$ cat src/rtl/flash_chk_pkg.sv
// Shared types and helpers for the flash read-back checker.
package flash_chk_pkg;

  typedef enum logic [1:0] {
    IDLE      = 2'd0,
    CHECKING  = 2'd1,
    DONE_PASS = 2'd2,
    DONE_FAIL = 2'd3
  } state_t;

  localparam logic PAT_INCR = 1'b0;
  localparam logic PAT_LFSR = 1'b1;

  // Fibonacci LFSR, taps 8/6/5/4, shifting left
  function automatic logic [7:0] lfsr8_next(input logic [7:0] v);
    return {v[6:0], v[7] ^ v[5] ^ v[4] ^ v[3]};
  endfunction

endpackage

$ cat src/rtl/flash_pattern_gen.sv
// Expected-byte generator: incrementing or LFSR sequence, advanced once per consumed byte.
module flash_pattern_gen
  import flash_chk_pkg::*;
(
  input  logic       i_clock,
  input  logic       i_reset_n,
  input  logic       load,
  input  logic [7:0] seed,
  input  logic       mode,
  input  logic       advance,
  output logic [7:0] exp_byte
);

  logic mode_r;

  always_ff @(posedge i_clock or negedge i_reset_n) begin
    if (!i_reset_n) begin
      exp_byte <= 8'h00;
      mode_r   <= PAT_INCR;
    end else if (load) begin
      mode_r <= mode;
      // an all-zero LFSR would lock up, so seed 0 becomes 1
      if (mode == PAT_LFSR && seed == 8'h00) exp_byte <= 8'h01;
      else                                   exp_byte <= seed;
    end else if (advance) begin
      if (mode_r == PAT_LFSR) exp_byte <= lfsr8_next(exp_byte);
      else                    exp_byte <= exp_byte + 8'h01;
    end
  end

endmodule

$ cat config.mk
export PLATFORM = sky130hd
export DESIGN_NAME = flash_pattern_gen
export DESIGN_NICKNAME = d
export VERILOG_FILES = /design/src/rtl/flash_chk_pkg.sv /design/src/rtl/flash_pattern_gen.sv
export SDC_FILE = /design/constraint.sdc
export NUM_CORES = 1
export LEC_CHECK = 0
export ABC_CLOCK_PERIOD_IN_PS = 3450
export CAP_MARGIN = 25
export CORE_MARGIN = 2
export CORE_UTILIZATION = 51
export CTS_BUF_LIST = sky130_fd_sc_hd__clkbuf_4 sky130_fd_sc_hd__clkbuf_8
export CTS_CLUSTER_SIZE = 12
export DETAILED_ROUTE_END_ITERATION = 7
export PLACE_DENSITY = 0.92
export SLEW_MARGIN = 20
export SYNTH_ARGS = -nofsm -noshare
export SYNTH_HDL_FRONTEND = slang
export SYNTH_SLANG_ARGS = --single-unit
$ cat constraint.sdc
create_clock -name i_clock -period 3.45 [get_ports i_clock]
set_input_delay 0.69 -clock i_clock [delete_from_list [all_inputs] [get_ports i_clock]]
set_output_delay 0.69 -clock i_clock [all_outputs]
set_load 0.005 [all_outputs]
==> reports/qor.yml, run 1 <==
cts.htree.levels: 1
n_fill_cell: 104
design_area_sq_um: 881
num_io_pins: 21
track_usage: 0.245
maxCapViolCount: 0
crit_fanout: 9
post-place-ws_ns: 1.26
fin_nets: 113
cts_made_buffers: 3
wl_per_cell_um: 15.3
routabilityCongestion: 0.761
yosysTopAreaCell: "dfrtp_1"
leakagePower_nw: 0.370
core_sq_um: 1280
setup_viol: 0
antenna_found_initial: 0
antennaDiodeCount: 0
power_switching_share: 0.332
finalCritPeriodShare: 0.603
relSlewSlack: 0.609
p_seq_frac: 0.418
clock_skew_ns: 0.00829
seq_area_frac_synth: 0.328
ir_drop_mv: 0.200
crit_path_start_kind: "register"
cts.clk_slew.worst_paths_ns: 0.07
yosysTopAreaCellShare: 0.328
combPwrFrac: 0.314
clockRootBuffer: "clkbuf_4"
synthTopCellsByArea: "dfrtp_1, a21oi_1, nand2_1"
cts_sinks: 9
route.detailed.drc: 0
cp_slowest_cell: "clkdlybuf4s50_1"
die_area_sq_um: 1650
rsz0062_at_grt: "false"
p_switching_mw: 0.118
portBuffers: 20
num_vias: 679
max_stage_delay_ns: 0.57
grt_max_degree: 20
synth-main-ff-cell: "dfrtp_1"
netlist_area_sq_um: 686
fmax_mhz: 481
clkLatencyLatePin_ns: 0.27
setup_ws_ns: 1.37
tightest_slew_ns: 0.584
crit_chain: "clkdlybuf4s50_1"
cpLargestDelayFamily: "buffers and inverters"
syn_nets: 94
cts_setup_buffers: 0
timing.setup.tns_ns: 0
avgSynthCellArea_sq_um: 8.57
drv_slew: 0
cts_tree: "yes"
synth-seq-cells: 9
drt_pass1_iterations: 4
yosys.cell_types.count: 35
end_kind: "output port"
grt_pass1_vias: 616
cp.arrival_ns: 1.39
hp-class: "register to register"
worstPathRequired_ns: 2.76
die_w_um: 40.7
power_density_nw_per_um2: 404
syn_to_final_growth_pct: 28.5
synth_cells: 80
pwr-share-clk: 0.268
ant_nets: 0
yosys_warnings: 0
status: "finished, final reports clean"
clk_path_buf_depth: 2
cts_hold_buf: 0
placed_area_sq_um: 851
drive_above_1_share: 0.102
grt-ovfl-total: 0
drtIter0Drc: 23
viasPerCell: 6.01
grt_pass1_wl_um: 2670
ys_async_sr_fraction: 1.00
cts_resized: 0
path_class: "register to output port"
die_h_um: 40.7
initial_core_util: 0.534
synth_edf_count: 0
row_count: 13
final_hold_viol_count: 0
routed_wl_um: 1730
hold_slack_ns: 0.697
p_int_mw: 0.238
fin_crit_ns: 2.08
critPathBufInv: 1
[cells in the final DEF (no fill, tap or decap), types with 2 or more instances in the layout]
cell,synthesis,final
a211oi_1,2,2
a21oi_1,10,10
clkbuf_4,0,4
clkdlybuf4s50_1,0,20
dfrtp_1,9,9
inv_1,3,3
mux2i_1,2,2
nand2_1,8,8
nand2b_1,2,2
nand3_1,2,2
nor2_1,7,7
nor4_1,2,2
o21ai_0,5,5
o41ai_1,2,2
xnor2_1,2,2
[sequential cells by signal (all words and copies together) (netlist names)]
signal / flops
exp_byte: 8
mode_r: 1
[path summary, 6_finish.rpt]
kind / end / start / slack (ns) / cells past startpoint
max: exp_byte[3] / exp_byte[3] / 1.37 / 1
min: exp_byte[7] / exp_byte[6] / 0.70 / 2
max reg2reg: exp_byte[6] / exp_byte[1] / 1.87 / 5
min reg2reg: exp_byte[7] / exp_byte[6] / 0.70 / 2
max in group asynchronous: exp_byte[0] / i_reset_n / 2.41 / 1
min in group asynchronous: exp_byte[3] / i_reset_n / 0.73 / 1
[final cells by class]
class,instances,area (sq um),share of cell area
multi-input cells,62,395,0.449
clock buffers,4,30.0,0.0341
flip-flops and latches,9,225,0.256
inverters,3,11.3,0.0128
repair buffers,20,200,0.227
well taps,15,18.8,0.0213
[Yosys cell counts, types with 2 or more instances]
library cell	number
a211oi_1	2
a21oi_1	10
buf_2	2
buf_6	2
dfrtp_1	9
inv_1	3
mux2i_1	2
nand2_1	8
nand2b_1	2
nand3_1	2
nor2_1	7
nor4_1	2
o21ai_0	5
o41ai_1	2
xnor2_1	2
[cell families (layout without fill, tap and decap cells)]
logic type	after synthesis	count (layout)	synth area share
and+or+nand+nor	28	28	0.212
AOI/OAI and AO/OA	27	27	0.252
DFF	9	9	0.328
buffers and inverters	9	27	0.0949
xor gates and xnor gates	3	3	0.0493
muxes	3	3	0.0456
adders and majority gates	1	1	0.0182
[power groups by stage]
stage	clock (mW)	combinational [mW]	sequential (mW)
2_1_floorplan	0	0.0733	0.139
3_3_place_gp	0	0.106	0.149
3_5_place_dp	0	0.112	0.150
4_1_cts	0.0940	0.113	0.148
5_1_grt	0.0990	0.125	0.151
6_report	0.0952	0.112	0.149
[routing by layer]
metal / part of all wire / global-route usage / wire length [um]
met1: 0.44 / 0.289 / 763
met2: 0.50 / 0.437 / 864
met3: 0.032 / 0.0272 / 56
met4: 0.024 / 0.117 / 41
met5: 0 / 0 / 0
[stage by stage]
stage          power (mW)  utilization  std cells
6_report            0.356        0.685        113
5_1_grt             0.375        0.685        113
4_1_cts             0.355        0.685        113
3_5_place_dp        0.261        0.662        109
3_3_place_gp        0.255        0.662        109
2_1_floorplan       0.212            -         80
No activity file was read; power rests on OpenSTA's default activity.
==> inputs of run 2 (changes only) <==
Settings changed: ABC_CLOCK_PERIOD_IN_PS 3450 to 2160, CORE_ASPECT_RATIO set to 0.9, CORE_UTILIZATION 51 to 47, PLACE_DENSITY 0.92 to 0.86.
Clock period 3.45 ns to 2.16 ns, I/O delays scaled along.
==> run 2 against run 1 <==
- via count grew 3.2%
- sequential share of layout area shrank 0.22 points
- design area grew 0.85%
- largest cell class unchanged
- register-to-register slack lost 1.3 ns
- utilization shrank 5.0 points
- count of clock-buffer cells in the layout is the same
- first-iteration DRC count shrank 30%
- hold slack lost 0.23 ns
- combinational power grew 56%
==> reports/qor.yml, run 2 (same netlist as run 1, synthesis figures left out) <==
antennaDiodeCount: 0
placed_area_sq_um: 858
num_io_pins: 21
grt_max_degree: 14
crit_chain: "clkdlybuf4s50_1"
maxCapViolCount: 0
final_cell_mix: "clkdlybuf4s50_1, a21oi_1, dfrtp_1, nand2_1, nor2_1"
seqCellArea_sq_um: 225
fin_nets: 114
grt_pass1_vias: 563
clockRootBuffer: "clkbuf_4"
cts.clk_slew.worst_paths_ns: 0.07
cts.htree.levels: 1
end_kind: "output port"
n_fill_cell: 120
cts_tree: "yes"
critPathBufInv: 1
cp-startpoint: "exp_byte[3]"
row_count: 13
track_usage: 0.232
ir_drop_mv: 0.350
routed_wl_um: 1690
drtIter0Drc: 16
leakagePower_nw: 0.375
hp-class: "input pin to async pin"
ant_nets: 0
dp_hpwl_um: 1250
relSlewSlack: 0.703
drive_above_1_share: 0.111
final_hold_viol_count: 0
place_inst: 110
design_area_sq_um: 888
core_sq_um: 1400
cp_slowest_cell: "clkdlybuf4s50_1"
setup_viol: 0
drt_pass1_iterations: 4
portBuffers: 20
tightest_slew_ns: 0.444
antenna_found_initial: 0
syn_to_final_growth_pct: 29.6
fin_crit_ns: 1.84
clock_skew_ns: 0.00563
timing.setup.tns_ns: 0
max_stage_delay_ns: 0.57
worstPathRequired_ns: 1.73
setup_ws_ns: 0.318
status: "finished, final reports clean"
post-place-ws_ns: 0.304
cp.arrival_ns: 1.41
final_common_cell: "clkdlybuf4s50_1"
cts_sinks: 9
grt-ovfl-total: 0
reg2reg_from: "exp_byte[0]"
top_regs: "exp_byte x8, mode_r x1"
crit_fanout: 9
instances_no_fill: 114
initial_core_util: 0.490
cts_hold_buf: 0
finalCritPeriodShare: 0.853
cts_setup_buffers: 0
path_class: "register to output port"
grt_pass1_wl_um: 2690
routabilityCongestion: 0.819
largest-register: "exp_byte"
fmax_mhz: 543
power_density_nw_per_um2: 636
viasPerCell: 6.15
wl_per_cell_um: 14.9
die_w_um: 44.3
drv_slew: 0
cts_made_buffers: 3
multi_input_area_sq_um: 395
cpLargestDelayFamily: "buffers and inverters"
route.detailed.drc: 0
cts_resized: 0
rsz0062_at_grt: "false"
die_area_sq_um: 1780
clk_path_buf_depth: 2
die_h_um: 40.2
crit_path_start_kind: "register"
num_vias: 701
largest_register_ff_count: 8
clkLatencyLatePin_ns: 0.27
[run 2: final timing paths]
path                       slack, ns  cells past startpoint           to
min                             0.47                      1  exp_byte[1]
min in group i_clock            0.71                      2  exp_byte[7]
max                             0.32                      1  exp_byte[3]
max reg2reg                     0.58                      5  exp_byte[4]
min reg2reg                     0.71                      2  exp_byte[7]
max in group asynchronous       1.38                      1  exp_byte[6]
[run 2: cell type report]
| class | instances | share of cell area |
|---|---|---|
| clock buffers | 4 | 0.0338 |
| inverters | 3 | 0.0127 |
| multi-input cells | 62 | 0.445 |
| flip-flops and latches | 9 | 0.254 |
| well taps | 15 | 0.0211 |
| repair buffers | 21 | 0.234 |
[run 2: through the flow]
stage / total power, mW / hold WS [ns] / utilization
after global placement: 0.409 / 0.683 / 0.614
final: 0.565 / 0.465 / 0.635
after CTS: 0.568 / 0.477 / 0.635
after floorplan: 0.339 / 0.136 / -
after detailed placement: 0.416 / 0.696 / 0.614
after global routing: 0.601 / 0.493 / 0.635
[run 2: power breakdown]
group	switching, mW	internal, mW	total [mW]
sequential	0.0492	0.189	0.238
combinational	0.0683	0.107	0.175
clock	0.0671	0.0842	0.151
total	0.185	0.380	0.565
[run 2: metal layers]
layer	global-route usage	share of wire
met1	0.273	0.43
met2	0.371	0.48
met3	0.0811	0.054
met4	0.136	0.028
met5	0	0
==> RTL change 1: new RTL, config.mk and constraints of run 1 <==
Add an input register stage for `load`, `seed`, `mode` and `advance`, with the module's reset; this delays them by one clock.
--- a/src/rtl/flash_pattern_gen.sv
+++ b/src/rtl/flash_pattern_gen.sv
@@ -12,4 +12,23 @@
 );
 
+  logic load_q;
+  logic [7:0] seed_q;
+  logic mode_q;
+  logic advance_q;
+
+  always_ff @(posedge i_clock or negedge i_reset_n) begin
+    if (!i_reset_n) begin
+      load_q    <= '0;
+      seed_q    <= '0;
+      mode_q    <= '0;
+      advance_q <= '0;
+    end else begin
+      load_q    <= load;
+      seed_q    <= seed;
+      mode_q    <= mode;
+      advance_q <= advance;
+    end
+  end
+
   logic mode_r;
 
@@ -18,10 +37,10 @@
       exp_byte <= 8'h00;
       mode_r   <= PAT_INCR;
-    end else if (load) begin
-      mode_r <= mode;
+    end else if (load_q) begin
+      mode_r <= mode_q;
       // an all-zero LFSR would lock up, so seed 0 becomes 1
-      if (mode == PAT_LFSR && seed == 8'h00) exp_byte <= 8'h01;
-      else                                   exp_byte <= seed;
-    end else if (advance) begin
+      if (mode_q == PAT_LFSR && seed_q == 8'h00) exp_byte <= 8'h01;
+      else                                   exp_byte <= seed_q;
+    end else if (advance_q) begin
       if (mode_r == PAT_LFSR) exp_byte <= lfsr8_next(exp_byte);
       else                    exp_byte <= exp_byte + 8'h01;
Behaviour: not the same (Yosys sat finds a counterexample within 4 cycles, from zero or initial values and one cycle with i_reset_n low).
==> RTL change 1 against run 1 <==
Sequential power increased by 94%. Core utilization decreased by 0.72 points. Routed wire length increased by 8.5%. Total power increased by 41%. Non-clock buffer count unchanged. Worst setup slack improved by 54 ps. Cell area increased by 33%. Sequential cell count increased by 11. Synthesized area increased by 37%. Largest cell class is now registers. Highest routed layer unchanged.
==> RTL change 1: results (changes against run 1) <==
worst skew pair latency=~280 ps; Num CTS Buffers=3 (unchanged); Worst Min Path Start=seed_q[1]$_DFF_PN0_; RR Endpoint=exp_byte[4]$_DFFE_PN0P_; # diodes=0 (unchanged); First-pass DRT Iterations=4 (unchanged); Post-synth top cells=dfrtp_1, a21oi_1, nand2_1, o21ai_0, nor2_1; Critical-path top delay cell=clkdlybuf4s50_1; Switch Pwr=0.0001379 W (+17%); vias in the first global route=695 (+13%); mux contribution to synthesized area=3.462% (-1.1 points); Distinct cells, synth=32 (-8.6%); number of buffers and inverters on the critical path=1 (unchanged); DRT iter0 DRCs=20 (-13%); CTS root buffer=clkbuf_4; DP Wirelength=approximately 1400 um; VDD IR-drop max=0.3376 mV (+69%); R2R cell count=5 (unchanged); P_leak=0.4778 nW (+29%); Synth Net Count=106 (+13%); Synth Area in Adders=1.332% (-0.49 points); Post-CTS Resized=0 (unchanged); first-pass GRT wire length=2891 um (+8.3%); Synth area leaders=dfrtp_1, a21oi_1, o21ai_0; Crit Path Max Fanout=9 (unchanged); Clock Tree Buf Depth=2 (unchanged); largest registers=exp_byte: 8 flops, seed_q: 8 flops; RD Place Congestion=0.9039 (+19%); register area share after synthesis=53.26% (+20 points); RR Startpoint=exp_byte[0]$_DFFE_PN0P_; Slew @ Worst Pin=804.7 ps (+220.7 ps); Overall Global Routing Usage=19.26% (-5.3 points); delay-heaviest family, CP=buffers and inverters; post-CTS setup repair buffer count=0 (unchanged); CP arrival=1340 ps (-50 ps); status=complete, no violations; vias per std cell=5.615 (-6.6%); Yosys warning count=0 (unchanged); Async SR Flop Fraction=100.0% (unchanged); fin nets=126 (+12%); layout cells sized above 1=7.273% (-2.9 points); Most used DFF post-synth=dfrtp_1; complex-gate fraction of the synthesized area=20.64% (-4.5 points); Detailed Route WL=1872 um (+8.5%); hold worst-path end=exp_byte[1]$_DFFE_PN0P_; initial antenna violation count=0 (unchanged); IO buf count=20 (unchanged); Filler cells=141 (+36%); Reg clk slew, reported paths=90 ps (+20 ps); largest net degree at the start of global routing=21 (+5.0%); XOR/XNOR Fraction of Synth Area=2.796% (-2.1 points); H-tree depth=1 (unchanged); HP Class=reg -> reg; worst clock skew=1.132 ps (-7.162 ps); FF-to-FF setup slack=1860 ps
RTL change 1: per-stage QoR:
| step | hold WS (ps) | cell area (sq um) | instances | setup slack, ps |
|---|---|---|---|---|
| after global placement | 465.3 | 1149 | 132 | 1760 |
| after floorplan | 394.4 | 939.7 | 92 | 2105 |
| final | 496.0 | 1171 | 135 | 1423 |
| after global routing | 523.7 | 1171 | 135 | 1362 |
| after CTS | 499.9 | 1171 | 135 | 1413 |
| after detailed placement | 477.8 | 1149 | 132 | 1712 |
RTL change 1: cell families after synthesis:
kind of cell / count (synthesis)
AOI/OAI and AO/OA: 30
xor gates and xnor gates: 3
adders and majority gates: 1
buffers and inverters: 10
DFF: 20
muxes: 3
and+or+nand+nor: 25
RTL change 1: area by class of cell:
| class | count | area, sq um | share of cell area [%] |
|---|---|---|---|
| inverter | 5 | 18.77 | 1.603 |
| multi-input combinational | 62 | 397.9 | 33.97 |
| timing repair buffer | 20 | 200.2 | 17.09 |
| sequential | 20 | 500.5 | 42.74 |
| tap | 25 | 31.28 | 2.671 |
| clock buffer | 3 | 22.52 | 1.923 |
RTL change 1: worst max-delay path by stage:
| stage | from | to | slack (ps) | cells past startpoint |
|---|---|---|---|---|
| after floorplan | exp_byte[0]$_DFFE_PN0P_ | exp_byte[4]$_DFFE_PN0P_ | 2110 | 5 |
| after CTS | exp_byte[0]$_DFFE_PN0P_ | exp_byte[0] | 1410 | 1 |
| after global routing | exp_byte[0]$_DFFE_PN0P_ | exp_byte[0] | 1360 | 1 |
| final | exp_byte[0]$_DFFE_PN0P_ | exp_byte[0] | 1420 | 1 |
| after detailed placement | i_reset_n | exp_byte[1]$_DFFE_PN0P_ | 1710 | 1 |
| after global placement | i_reset_n | exp_byte[3]$_DFFE_PN0P_ | 1760 | 1 |
RTL change 1: routing by layer:
metal  track usage (%)  vias up  share of wire (%)
met5                 0        -                  0
met2             31.23       32                 51
met1             23.19      351                 42
met4             13.33        0                2.4
met3             3.462        4                4.0
li1                  -      371                  -
RTL change 1: power groups by stage:
| stage | clock [W] | sequential (W) | combinational, W |
|---|---|---|---|
| after detailed placement | 0 | 0.000292 | 0.000114 |
| after floorplan | 0 | 0.000279 | 0.0000705 |
| final | 0.0000967 | 0.000289 | 0.000115 |
| after CTS | 0.000102 | 0.000287 | 0.000115 |
| after global routing | 0.000113 | 0.000293 | 0.000126 |
| after global placement | 0 | 0.000290 | 0.000110 |
RTL change 1: worst register-to-register path, cell delays in order (launching register included):
cell,delay [ps]
dfrtp_1,500
ha_1,340
a31oi_1,110
o21ai_0,140
o21ai_0,120
mux2_2,270
==> RTL change 2: new RTL, config.mk and constraints of run 1 <==
Made on the original files. Put one more register stage on the output `exp_byte`, with the module's reset. The value now appears one clock later.
--- a/src/rtl/flash_pattern_gen.sv
+++ b/src/rtl/flash_pattern_gen.sv
@@ -12,18 +12,28 @@
 );
 
+  logic [7:0] exp_byte_s0;
+
   logic mode_r;
 
   always_ff @(posedge i_clock or negedge i_reset_n) begin
     if (!i_reset_n) begin
-      exp_byte <= 8'h00;
+      exp_byte_s0 <= 8'h00;
       mode_r   <= PAT_INCR;
     end else if (load) begin
       mode_r <= mode;
       // an all-zero LFSR would lock up, so seed 0 becomes 1
-      if (mode == PAT_LFSR && seed == 8'h00) exp_byte <= 8'h01;
-      else                                   exp_byte <= seed;
+      if (mode == PAT_LFSR && seed == 8'h00) exp_byte_s0 <= 8'h01;
+      else                                   exp_byte_s0 <= seed;
     end else if (advance) begin
-      if (mode_r == PAT_LFSR) exp_byte <= lfsr8_next(exp_byte);
-      else                    exp_byte <= exp_byte + 8'h01;
+      if (mode_r == PAT_LFSR) exp_byte_s0 <= lfsr8_next(exp_byte_s0);
+      else                    exp_byte_s0 <= exp_byte_s0 + 8'h01;
+    end
+  end
+
+  always_ff @(posedge i_clock or negedge i_reset_n) begin
+    if (!i_reset_n) begin
+      exp_byte <= '0;
+    end else begin
+      exp_byte <= exp_byte_s0;
     end
   end
Formal check against the unedited RTL: not equivalent (a bounded check fails within 4 cycles, from zero or initial values and one cycle with i_reset_n low).
==> RTL change 2 against run 1 <==
Global-route usage decreased by 5.8 points. Total power increased by 37%. Via count increased by 10%. Clock power increased by 13%. Non-clock buffer count unchanged. Cell area increased by 28%. Sequential cell count increased by 8. Synthesized area increased by 33%. Routed wire length increased by 3.3%. Critical endpoint is now exp_byte_s0[0]$_DFFE_PN0P_. Worst hold slack got worse by 210 ps. Count of clock-buffer cells in the layout decreased by 1. Worst setup slack improved by 230 ps. Fmax increased by 12%.
==> RTL change 2: results (changes against run 1) <==
status=complete, no violations; vias per std cell=5.632 (-6.3%); worst clock skew=6.756 ps (-1.538 ps); Logic power comb=0.000121 W (+8%); FF-to-FF setup slack=1970 ps (+100 ps); RR Endpoint=exp_byte_s0[6]$_DFFE_PN0P_; syn_area_per_cell=10.05 sq um (+17%); Crit Path Max Fanout=19 (+10); sequential share of power=52.8% (+11 points); RR Startpoint=exp_byte_s0[1]$_DFFE_PN0P_; Sw Ratio=30.27% (-2.9 points); CTS root buffer=clkbuf_4; register area share after synthesis=46.51% (+14 points); first-pass GRT wire length=2746 um (+2.8%); Detailed Route WL=1783 um (+3.3%); VDD IR-drop max=0.2294 mV (+15%); Synth Net Count=105 (+12%); DRT iter0 DRCs=35 (+52%); WL/cell=13.41 um (-12%); placed insts=129 (+18%); RD Place Congestion=0.8769 (+15%); Reg clk slew, reported paths=100 ps (+30 ps); P_int=0.0003392 W (+43%); P_leak=0.4614 nW (+25%); CP arrival=2050 ps (+660 ps); layout cells sized above 1=12.04% (+1.8 points); hold depth=0 (-2); fin nets=123 (+8.8%); Worst Min Path Start=exp_byte_s0[0]$_DFFE_PN0P_; largest registers=exp_byte: 8 flops, exp_byte_s0: 8 flops, mode_r: 1 flops; vias in the first global route=648 (+5.2%); Synth area leaders=dfrtp_1, a21oi_1, nand2_1; Overall Global Routing Usage=18.69% (-5.8 points)
==> RTL change 2: kinds of logic after synthesis <==
group                    share of synthesized area, %
XOR/XNOR                                        3.694
adder cells (fa/ha/maj)                         1.368
AO/OA/AOI/OAI                                   19.56
AND/OR/NAND/NOR                                 17.51
flip-flops                                      46.51
multiplexers                                    4.788
buffers and inverters                           6.566
==> RTL change 2: layer usage <==
metal	up-vias	track usage, %	wire length (um)
met5	-	0	0
met4	0	10.86	39
met3	6	3.529	115
met2	38	29.17	855
met1	345	24.00	773
li1	360	-	-
==> RTL change 2: per-stage QoR <==
stage | area [sq um] | worst slack [ps] | hold slack (ps)
after floorplan | 914.6 | 1931 | 354.8
after global placement | 1097 | 1348 | 449.9
after detailed placement | 1097 | 1322 | 462.7
after CTS | 1125 | 1614 | 484.2
after global routing | 1125 | 1547 | 497.9
final | 1125 | 1597 | 484.9
==> RTL change 2: worst max-delay path by stage <==
stage,end,cells after the start
2_1_floorplan,exp_byte_s0[3]$_DFFE_PN0P_,5
3_3_place_gp,exp_byte_s0[3]$_DFFE_PN0P_,5
3_5_place_dp,exp_byte_s0[0]$_DFFE_PN0P_,4
4_1_cts,exp_byte[2],1
5_1_grt,exp_byte_s0[0]$_DFFE_PN0P_,4
6_report,exp_byte_s0[0]$_DFFE_PN0P_,4
==> RTL change 2: worst max-delay path: stages <==
cell,delay (ps)
clkdlybuf4s50_1,730
nand2b_1,320
a211o_1,240
o311ai_1,70
==> RTL change 2: final cells by class <==
class | instances | area (sq um)
clock inverter | 1 | 5.005
multi-input combinational | 64 | 429.2
inverter | 3 | 11.26
tap | 25 | 31.28
clock buffer | 3 | 22.52
timing repair buffer | 20 | 200.2
fill | 137 | 583.1
sequential | 17 | 425.4
